--- config.mk ---
export PLATFORM = sky130hd
export DESIGN_NAME = dma_desc_queue
export DESIGN_NICKNAME = d
export VERILOG_FILES = /design/src/rtl/dma_desc_queue.sv
export SDC_FILE = /design/constraint.sdc
export NUM_CORES = 1
export LEC_CHECK = 0
export BUFFER_PORTS_ARGS = -buffer_cell sky130_fd_sc_hd__buf_2
export CAP_MARGIN = 15
export CORE_UTILIZATION = 31
export DETAILED_ROUTE_END_ITERATION = 8
export HOLD_SLACK_MARGIN = 0.15
export PLACE_DENSITY = 0.45
export SETUP_SLACK_MARGIN = 0.2
export SYNTH_ARGS = -nofsm -noshare
export SYNTH_HDL_FRONTEND = slang
export SYNTH_SLANG_ARGS = --single-unit
export TNS_END_PERCENT = 10
--- constraint.sdc ---
create_clock -name clk -period 13.2 [get_ports clk]
set_input_delay 2.64 -clock clk [delete_from_list [all_inputs] [get_ports clk]]
set_output_delay 2.64 -clock clk [all_outputs]
set_load 0.01 [all_outputs]
--- src/rtl/dma_desc_queue.sv ---
// dma_desc_queue: memory-mapped DMA descriptor FIFO with a valid/ready head, a completion counter and a level IRQ.
module dma_desc_queue #(
  parameter logic [31:0] BASE_ADDR = 32'h000F_0100,
  parameter logic [31:0] ADDR_MASK = 32'hFFFF_FFE0,
  parameter int          DEPTH     = 4,
  parameter int          LEN_W     = 16
) (
  input  logic             clk,
  input  logic             rst,
  input  logic             bus_req,
  input  logic             bus_we,
  input  logic [31:0]      bus_addr,
  input  logic [31:0]      bus_wdata,
  output logic [31:0]      bus_rdata,
  output logic             bus_ack,
  output logic             desc_valid,
  input  logic             desc_ready,
  output logic [31:0]      desc_src,
  output logic [31:0]      desc_dst,
  output logic [LEN_W-1:0] desc_len,
  input  logic             dma_done,
  output logic             irq
);
  localparam int AW = $clog2(DEPTH);
  logic [31:0]      src_q, dst_q, rdata_q, rd_val;
  logic [LEN_W-1:0] len_q;
  logic [31:0]      mem_src_q [DEPTH];
  logic [31:0]      mem_dst_q [DEPTH];
  logic [LEN_W-1:0] mem_len_q [DEPTH];
  logic [AW-1:0]    wp_q, wp_d, rp_q, rp_d, wr_idx;
  logic [AW:0]      cnt_q, cnt_d;
  logic [7:0]       done_q, done_d;
  logic             err_q, err_d, irq_en_q, irq_q, ack_q;
  logic             accept, wr, wr_ctrl, wr_stat, empty, full, pop, flush, push_req, push_ok;
  logic [4:0]       off;
  // Holding off while ack is high keeps a long request from being taken twice.
  assign accept   = bus_req & !ack_q & ((bus_addr & ADDR_MASK) == BASE_ADDR);
  assign off      = bus_addr[4:0];
  assign wr       = accept & bus_we;
  assign wr_ctrl  = wr & (off == 5'h0C);
  assign wr_stat  = wr & (off == 5'h10);
  assign empty    = cnt_q == '0;
  assign full     = cnt_q == (AW+1)'(DEPTH);
  assign pop      = !empty & desc_ready;
  assign flush    = wr_ctrl & bus_wdata[1];
  assign push_req = wr_ctrl & bus_wdata[0];
  // A full FIFO still takes a push when the head leaves in the same cycle; flush always makes room.
  assign push_ok  = push_req & (len_q != '0) & (flush | !full | pop);
  assign wr_idx   = flush ? '0 : wp_q;
  always_comb begin
    rp_d   = flush ? '0 : rp_q + AW'(pop);
    wp_d   = wr_idx + AW'(push_ok);
    cnt_d  = flush ? (AW+1)'(push_ok) : cnt_q + (AW+1)'(push_ok) - (AW+1)'(pop);
    done_d = (wr_stat & bus_wdata[8]) ? {7'b0, dma_done} : done_q + 8'(dma_done & (done_q != 8'hFF));
    err_d  = (push_req & !push_ok) | (err_q & !(wr_stat & bus_wdata[16]));
    rd_val = off == 5'h00 ? src_q :
             off == 5'h04 ? dst_q :
             off == 5'h08 ? 32'(len_q) :
             off == 5'h0C ? {23'b0, irq_en_q, 8'b0} :
             off == 5'h10 ? {15'b0, err_q, done_q, 2'b0, empty, full, 4'(cnt_q)} : '0;
  end
  always_ff @(posedge clk or negedge rst) begin
    if (!rst) begin
      src_q    <= '0;
      dst_q    <= '0;
      len_q    <= '0;
      rdata_q  <= '0;
      ack_q    <= 1'b0;
      wp_q     <= '0;
      rp_q     <= '0;
      cnt_q    <= '0;
      done_q   <= '0;
      err_q    <= 1'b0;
      irq_en_q <= 1'b0;
      irq_q    <= 1'b0;
    end else begin
      ack_q   <= accept;
      rdata_q <= (accept & !bus_we) ? rd_val : '0;
      if (wr && off == 5'h00) src_q <= bus_wdata;
      if (wr && off == 5'h04) dst_q <= bus_wdata;
      if (wr && off == 5'h08) len_q <= bus_wdata[LEN_W-1:0];
      if (wr_ctrl) irq_en_q <= bus_wdata[8];
      wp_q   <= wp_d;
      rp_q   <= rp_d;
      cnt_q  <= cnt_d;
      done_q <= done_d;
      err_q  <= err_d;
      irq_q  <= irq_en_q & ((done_q != '0) | err_q);
    end
  end
  always_ff @(posedge clk) begin
    if (push_ok) begin
      mem_src_q[wr_idx] <= src_q;
      mem_dst_q[wr_idx] <= dst_q;
      mem_len_q[wr_idx] <= len_q;
    end
  end
  assign bus_ack    = ack_q;
  assign bus_rdata  = rdata_q;
  assign desc_valid = !empty;
  assign desc_src   = empty ? '0 : mem_src_q[rp_q];
  assign desc_dst   = empty ? '0 : mem_dst_q[rp_q];
  assign desc_len   = empty ? '0 : mem_len_q[rp_q];
  assign irq        = irq_q;
endmodule

== Yosys cells after proc, flatten, opt, wreduce, memory -nomap -nowiden ==
Memories as Yosys holds them, arrays and structs flattened.
Index checks and enable logic that the tools add are counted.

* Register bits after elaboration: 131
* Memory bits (writable): 320
* Input bits: 70
* Output and inout bits: 115
* Logic and storage cells: 76
* Memories kept: 3

* Add/sub/neg operators: 5
* Equality and inequality tests: 7
* Mux-type cells: 15
* Bitwise logic cells: 21
* Reduce and logical (&&, ||, !) cells: 13

{| class="wikitable"
|+ Memories
! memory !! depth !! width !! read ports !! clocked after Yosys merged registers in !! write ports !! line !! source
|-
| mem_dst_q || 4 || 32 || 1 || 0 || 1 || 28 || <nowiki>logic [31:0] mem_dst_q [DEPTH];</nowiki>
|-
| mem_src_q || 4 || 32 || 1 || 0 || 1 || 27 || <nowiki>logic [31:0] mem_src_q [DEPTH];</nowiki>
|-
| mem_len_q || 4 || 16 || 1 || 0 || 1 || 29 || <nowiki>logic [LEN_W-1:0] mem_len_q [DEPTH];</nowiki>
|}

{| class="wikitable"
|+ Operator list
! operator !! count
|-
| $mux W32 || 5
|-
| $mux W17 || 3
|-
| $eq A27 B15 Y1 const B || 1
|-
| $and A1 B1 Y1 || 17
|-
| $mux W16 || 1
|-
| $reduce_bool A16 Y1 || 1
|-
| $eq A5 B4 Y1 const B || 2
|-
| $add A8 B1 Y8 || 1
|-
| $mux W8 || 1
|-
| $ne A8 B8 Y1 const B || 1
|-
| $reduce_bool A8 Y1 || 1
|-
| $logic_not A1 Y1 || 6
|-
| $eq A5 B3 Y1 const B || 1
|-
| $eq A5 B5 Y1 const B || 1
|-
| $logic_not A5 Y1 || 1
|-
| $add A2 B1 Y2 || 2
|-
| $mux W2 || 2
|-
| $or A1 B1 Y1 || 4
|-
| $add A3 B1 Y3 || 1
|-
| $eq A3 B3 Y1 const B || 1
|-
| $logic_and A1 B1 Y1 || 3
|-
| $logic_not A3 Y1 || 1
|-
| $mux W3 || 1
|-
| $sub A3 B1 Y3 || 1
|-
| $mux W1 || 2
|}

== Logic depth before layout (Yosys ltp) ==
* Word-level depth: 12
* Gate-level depth with buffers: 14
* Gate-level depth less buffers: 12

== Worst setup path before layout ==
No wires, ideal clock.

* Path type: input to register
* From: input bus_addr[23]
* To: memory mem_dst_q[2][0] (enable)
* Library setup time: 0.743 ns
* Arrival: 12.121 ns
* Data required time: 12.457 ns
* Path slack: 0.335 ns
* Stages on the path: 5
* Buffers on the path: 1
* Cells stage by stage: nor4_1 -> nand4_2 -> buf_4 -> nor4b_2 -> nor4b_1

* Word-level cells in the longest chain between the ends: 10
* Elaborated cells on any way between the ends: 13
* Classes of those cells: 1 x eq/ne; 3 x mux; 9 x bitwise

{| class="wikitable"
|+ Ends and longest elaborated chain
! item !! line !! source
|-
| from (decl) || 12 || <nowiki>input logic [31:0] bus_addr,</nowiki>
|-
| $eq A27 B15 Y1 (*) || 37 || <nowiki>assign accept = bus_req & !ack_q & ((bus_addr & ADDR_MASK) == BASE_ADDR);</nowiki>
|-
| $and A1 B1 Y1 (*) || 37 ||
|-
| $and A1 B1 Y1 (*) || 39 || <nowiki>assign wr = accept & bus_we;</nowiki>
|-
| $and A1 B1 Y1 (*) || 40 || <nowiki>assign wr_ctrl = wr & (off == 5'h0C);</nowiki>
|-
| $and A1 B1 Y1 || 45 || <nowiki>assign flush = wr_ctrl & bus_wdata[1];</nowiki>
|-
| $or A1 B1 Y1 (2 in a row) || 48 || <nowiki>assign push_ok = push_req & (len_q != '0) & (flush | !full | pop);</nowiki>
|-
| $and A1 B1 Y1 || 48 ||
|-
| $mux W1 || 92 || <nowiki>if (push_ok) begin</nowiki>
|-
| $mux W1 (not written as such) || 94 || <nowiki>mem_dst_q[wr_idx] <= dst_q;</nowiki>
|-
| to (decl) || 28 ||
|}

Every way passes the cells marked *; elsewhere a longest branch is shown, timed or not.

== Worst setup path after layout ==
* From: register rp_q[0]
* To: output desc_dst[6]

* Word-level cells in the longest chain between the ends: 2

{| class="wikitable"
|+ Ends and longest elaborated chain
! item !! line !! source
|-
| from (decl) || 30 || <nowiki>logic [AW-1:0] wp_q, wp_d, rp_q, rp_d, wr_idx;</nowiki>
|-
| from (signal assigned) || 84 || <nowiki>rp_q <= rp_d;</nowiki>
|-
| $mem_v2 Z4 W32 || -- ||
|-
| $mux W32 || 102 || <nowiki>assign desc_dst = empty ? '0 : mem_dst_q[rp_q];</nowiki>
|-
| to (decl) || 19 || <nowiki>output logic [31:0] desc_dst,</nowiki>
|}

No other way between the ends.

==> impl_metrics.json <==
{
  "status": "completed",
  "cts.clk_slew.worst_paths_ps": 60,
  "worst_skew_pair.late_latency_ps": 590,
  "whs_ps": 532,
  "dr.first_iter.drc_count": 570,
  "die_h_um": 241,
  "grt_pass1_wl_mm": 67.7,
  "num_rows": 87,
  "slowest_delay_ps": 1000,
  "timing.final.crit_period_ps": 6110,
  "worstPathMaxFanout": 41,
  "postCtsHoldBufs": 0,
  "routabilityCongestion": 0.731,
  "numPortBuffers": 184,
  "synth_flop_cell": "edfxtp_1",
  "setup.worst_path.end_class": "primary output",
  "yosys.cell_types.count": 54,
  "worstSetupStartpointType": "flop",
  "ir_drop_mv": 0.0876,
  "firstDrtPassIters": 5,
  "synth-seq-cells": 451,
  "cts_max_path_buffers": 3,
  "start_util_pct": 31.4,
  "fin_skew_ps": 15.8,
  "critical_path.startpoint": "rp_q[0]$_DFF_PN0_",
  "synth_cells": 945,
  "arrival_ps": 3470,
  "syn-cell-area_sq_um": 17700,
  "cp_slowest_cell": "dfrtp_4",
  "cts_tree": "yes",
  "hp-class": "reg -> reg",
  "final_cell_mix": "edfxtp_1 (320), buf_2 (183), dfrtp_1 (129)",
  "yosysTopAreaCellShare_pct": 54.2,
  "finalCritPeriodShare_pct": 46.3,
  "rr_startpoint": "bus_ack$_DFF_PN0_",
  "synth_xor_area_share_pct": 0.494,
  "grt_antenna_before_repair": 4,
  "crit_type": "reg -> out",
  "synth_edf_count": 320,
  "power_w": 0.00288,
  "relSlewSlack_pct": 30.2,
  "cts_resized": 0,
  "grt_pass1_vias": 9835,
  "power_density_nw_per_um2": 136,
  "die_area_sq_um": 58200,
  "htreeDepth": 2,
  "track_usage_pct": 16.2,
  "cts.sinks": 451,
  "syn-num-nets": 1022,
  "post-route-util_pct": 37.3,
  "dp_slack_ps": 6820,
  "drt-vias-per-instance": 4.83,
  "fmax_mhz": 164,
  "yosys.area.top_type": "edfxtp_1",
  "root_buffer": "clkbuf_16",
  "ant_nets": 0,
  "overflow": 0,
  "area_delta_synth_final_pct": 18.9,
  "ys_warn_count": 0,
  "post-cts-setup-buffers": 0,
  "slew_viol_final": 0,
  "grt_max_degree": 71,
  "cts_buffers": 49,
  "hold_viol": 0,
  "synth_fa_ha_area_share_pct": 0.536,
  "grt_setup_unrepaired": "no",
  "die_w_um": 241,
  "hpwl_mm": 27.7,
  "muxShareOfSynthArea_pct": 15.6,
  "coreArea_sq_um": 56500,
  "setup_slack_ps": 7090,
  "avgRoutedWirePerCell_um": 23.7,
  "setup_viol": 0,
  "drc": 0,
  "tightest_slew_ps": 1050,
  "async_flop_share_pct": 29.0,
  "tns_ps": 0,
  "holdPathStages": 0,
  "synthTopCellsByArea": "edfxtp_1 (54%), dfrtp_1 (18%), mux4_2 (10%), mux2_2 (4.2%), and2_1 (2.9%)",
  "nets": 1227,
  "drive_gt1_share_pct": 36.7,
  "avgSynthCellArea_sq_um": 18.8,
  "leakage_nw": 8.77,
  "vias": 9400,
  "hold_start": "src_q[24]$_DFFE_PN0P_",
  "synth_compound_area_share_pct": 2.32,
  "wirelength_mm": 46.1,
  "final_common_cell": "edfxtp_1",
  "path_cells": "buf_4 > mux4_2 > and2_1 > buf_2",
  "crit_required_ps": 10560,
  "ff2ff_path_depth": 5,
  "ys_seq_area_share_pct": 72.6,
  "io_pins": 185,
  "cap_viol_max_count": 0,
  "synth_top_family_by_area": "multiplexers",
  "yosys.area_share.simple_pct": 6.92
}
## cell families after synthesis
kind of cell,after synthesis
AO/OA/AOI/OAI,57
flip-flops,451
AND/OR/NAND/NOR,197
multiplexers,166
XOR/XNOR,10
adder cells (fa/ha/maj),7
buffers and inverters,57
## worst max-delay path, delay by kind of cell (launching register included)
kind,cells,cell delay [ps]
buffers and inverters,2,960
flip-flops,1,1000
multiplexers,1,640
AND/OR/NAND/NOR,1,180
## routing by layer
layer | share of wire (%) | track usage, % | vias to the layer above
li1 | - | - | 4123
met1 | 46 | 22.6 | 4993
met2 | 48 | 26.2 | 231
met3 | 4.3 | 2.59 | 53
met4 | 1.7 | 4.56 | 0
met5 | 0 | 0 | -
## synthesized netlist by cell type (3+ instances only)
library cell,instances
edfxtp_1,320
dfrtp_1,131
and2_1,83
mux4_2,80
mux2_2,66
nor2_1,38
clkbuf_1,29
a21oi_1,16
a22oi_1,16
mux2_1,16
nand2_1,16
nor3_1,12
a222oi_1,11
buf_2,10
inv_1,7
nor4_1,7
xnor2_1,7
ha_1,6
nand4_1,6
buf_4,5
nor2b_1,5
mux2i_1,4
buf_6,3
nand2b_1,3
nand3_1,3
nor4b_2,3
o21a_1,3
o21ai_0,3
xor2_1,3
## final timing paths
check	to	slack, ps
setup reg to reg	mem_len_q[1][5]$_DFFE_PP_	9670
max in group asynchronous	rp_q[1]$_DFF_PN0_	9640
min in group asynchronous	src_q[30]$_DFFE_PN0P_	2090
setup / recovery	desc_dst[6]	7090
hold / removal	mem_src_q[1][24]$_DFFE_PP_	530
hold reg to reg	mem_src_q[1][24]$_DFFE_PP_	530
## power by group
part / internal [W] / switching (W) / leakage, nW
Combinational: 0.0000231 / 0.0000342 / 2.51
Clock: 0.000741 / 0.000546 / 0.733
Sequential: 0.00151 / 0.0000177 / 5.53
## state kept, by name, indices dropped and copies added (netlist names)
signal     count
src_q         32
done_q         8
rp_q           2
cnt_q          3
mem_len_q     64
bus_rdata     32
dst_q         32
bus_ack        1
wp_q           2
irq_en_q       1
len_q         16
mem_dst_q    128
err_q          1
mem_src_q    128
irq            1
## area by class of cell
cell class	count	area [sq um]
fill	5257	35400
multi-input combinational	437	4640
inverter	8	30.0
antenna	2	5.00
timing repair buffer	203	1070
tap	756	946
clock buffer	74	1380
clock inverter	16	128
sequential	451	12900
## per-stage QoR
step | cells | instance area, sq um
global route | 1945 | 21100
finish | 1947 | 21100
global placement | 1855 | 19600
CTS | 1945 | 21100
detailed placement | 1855 | 19600
floorplan | 945 | 17700
Power figures use the tool's default switching activity.
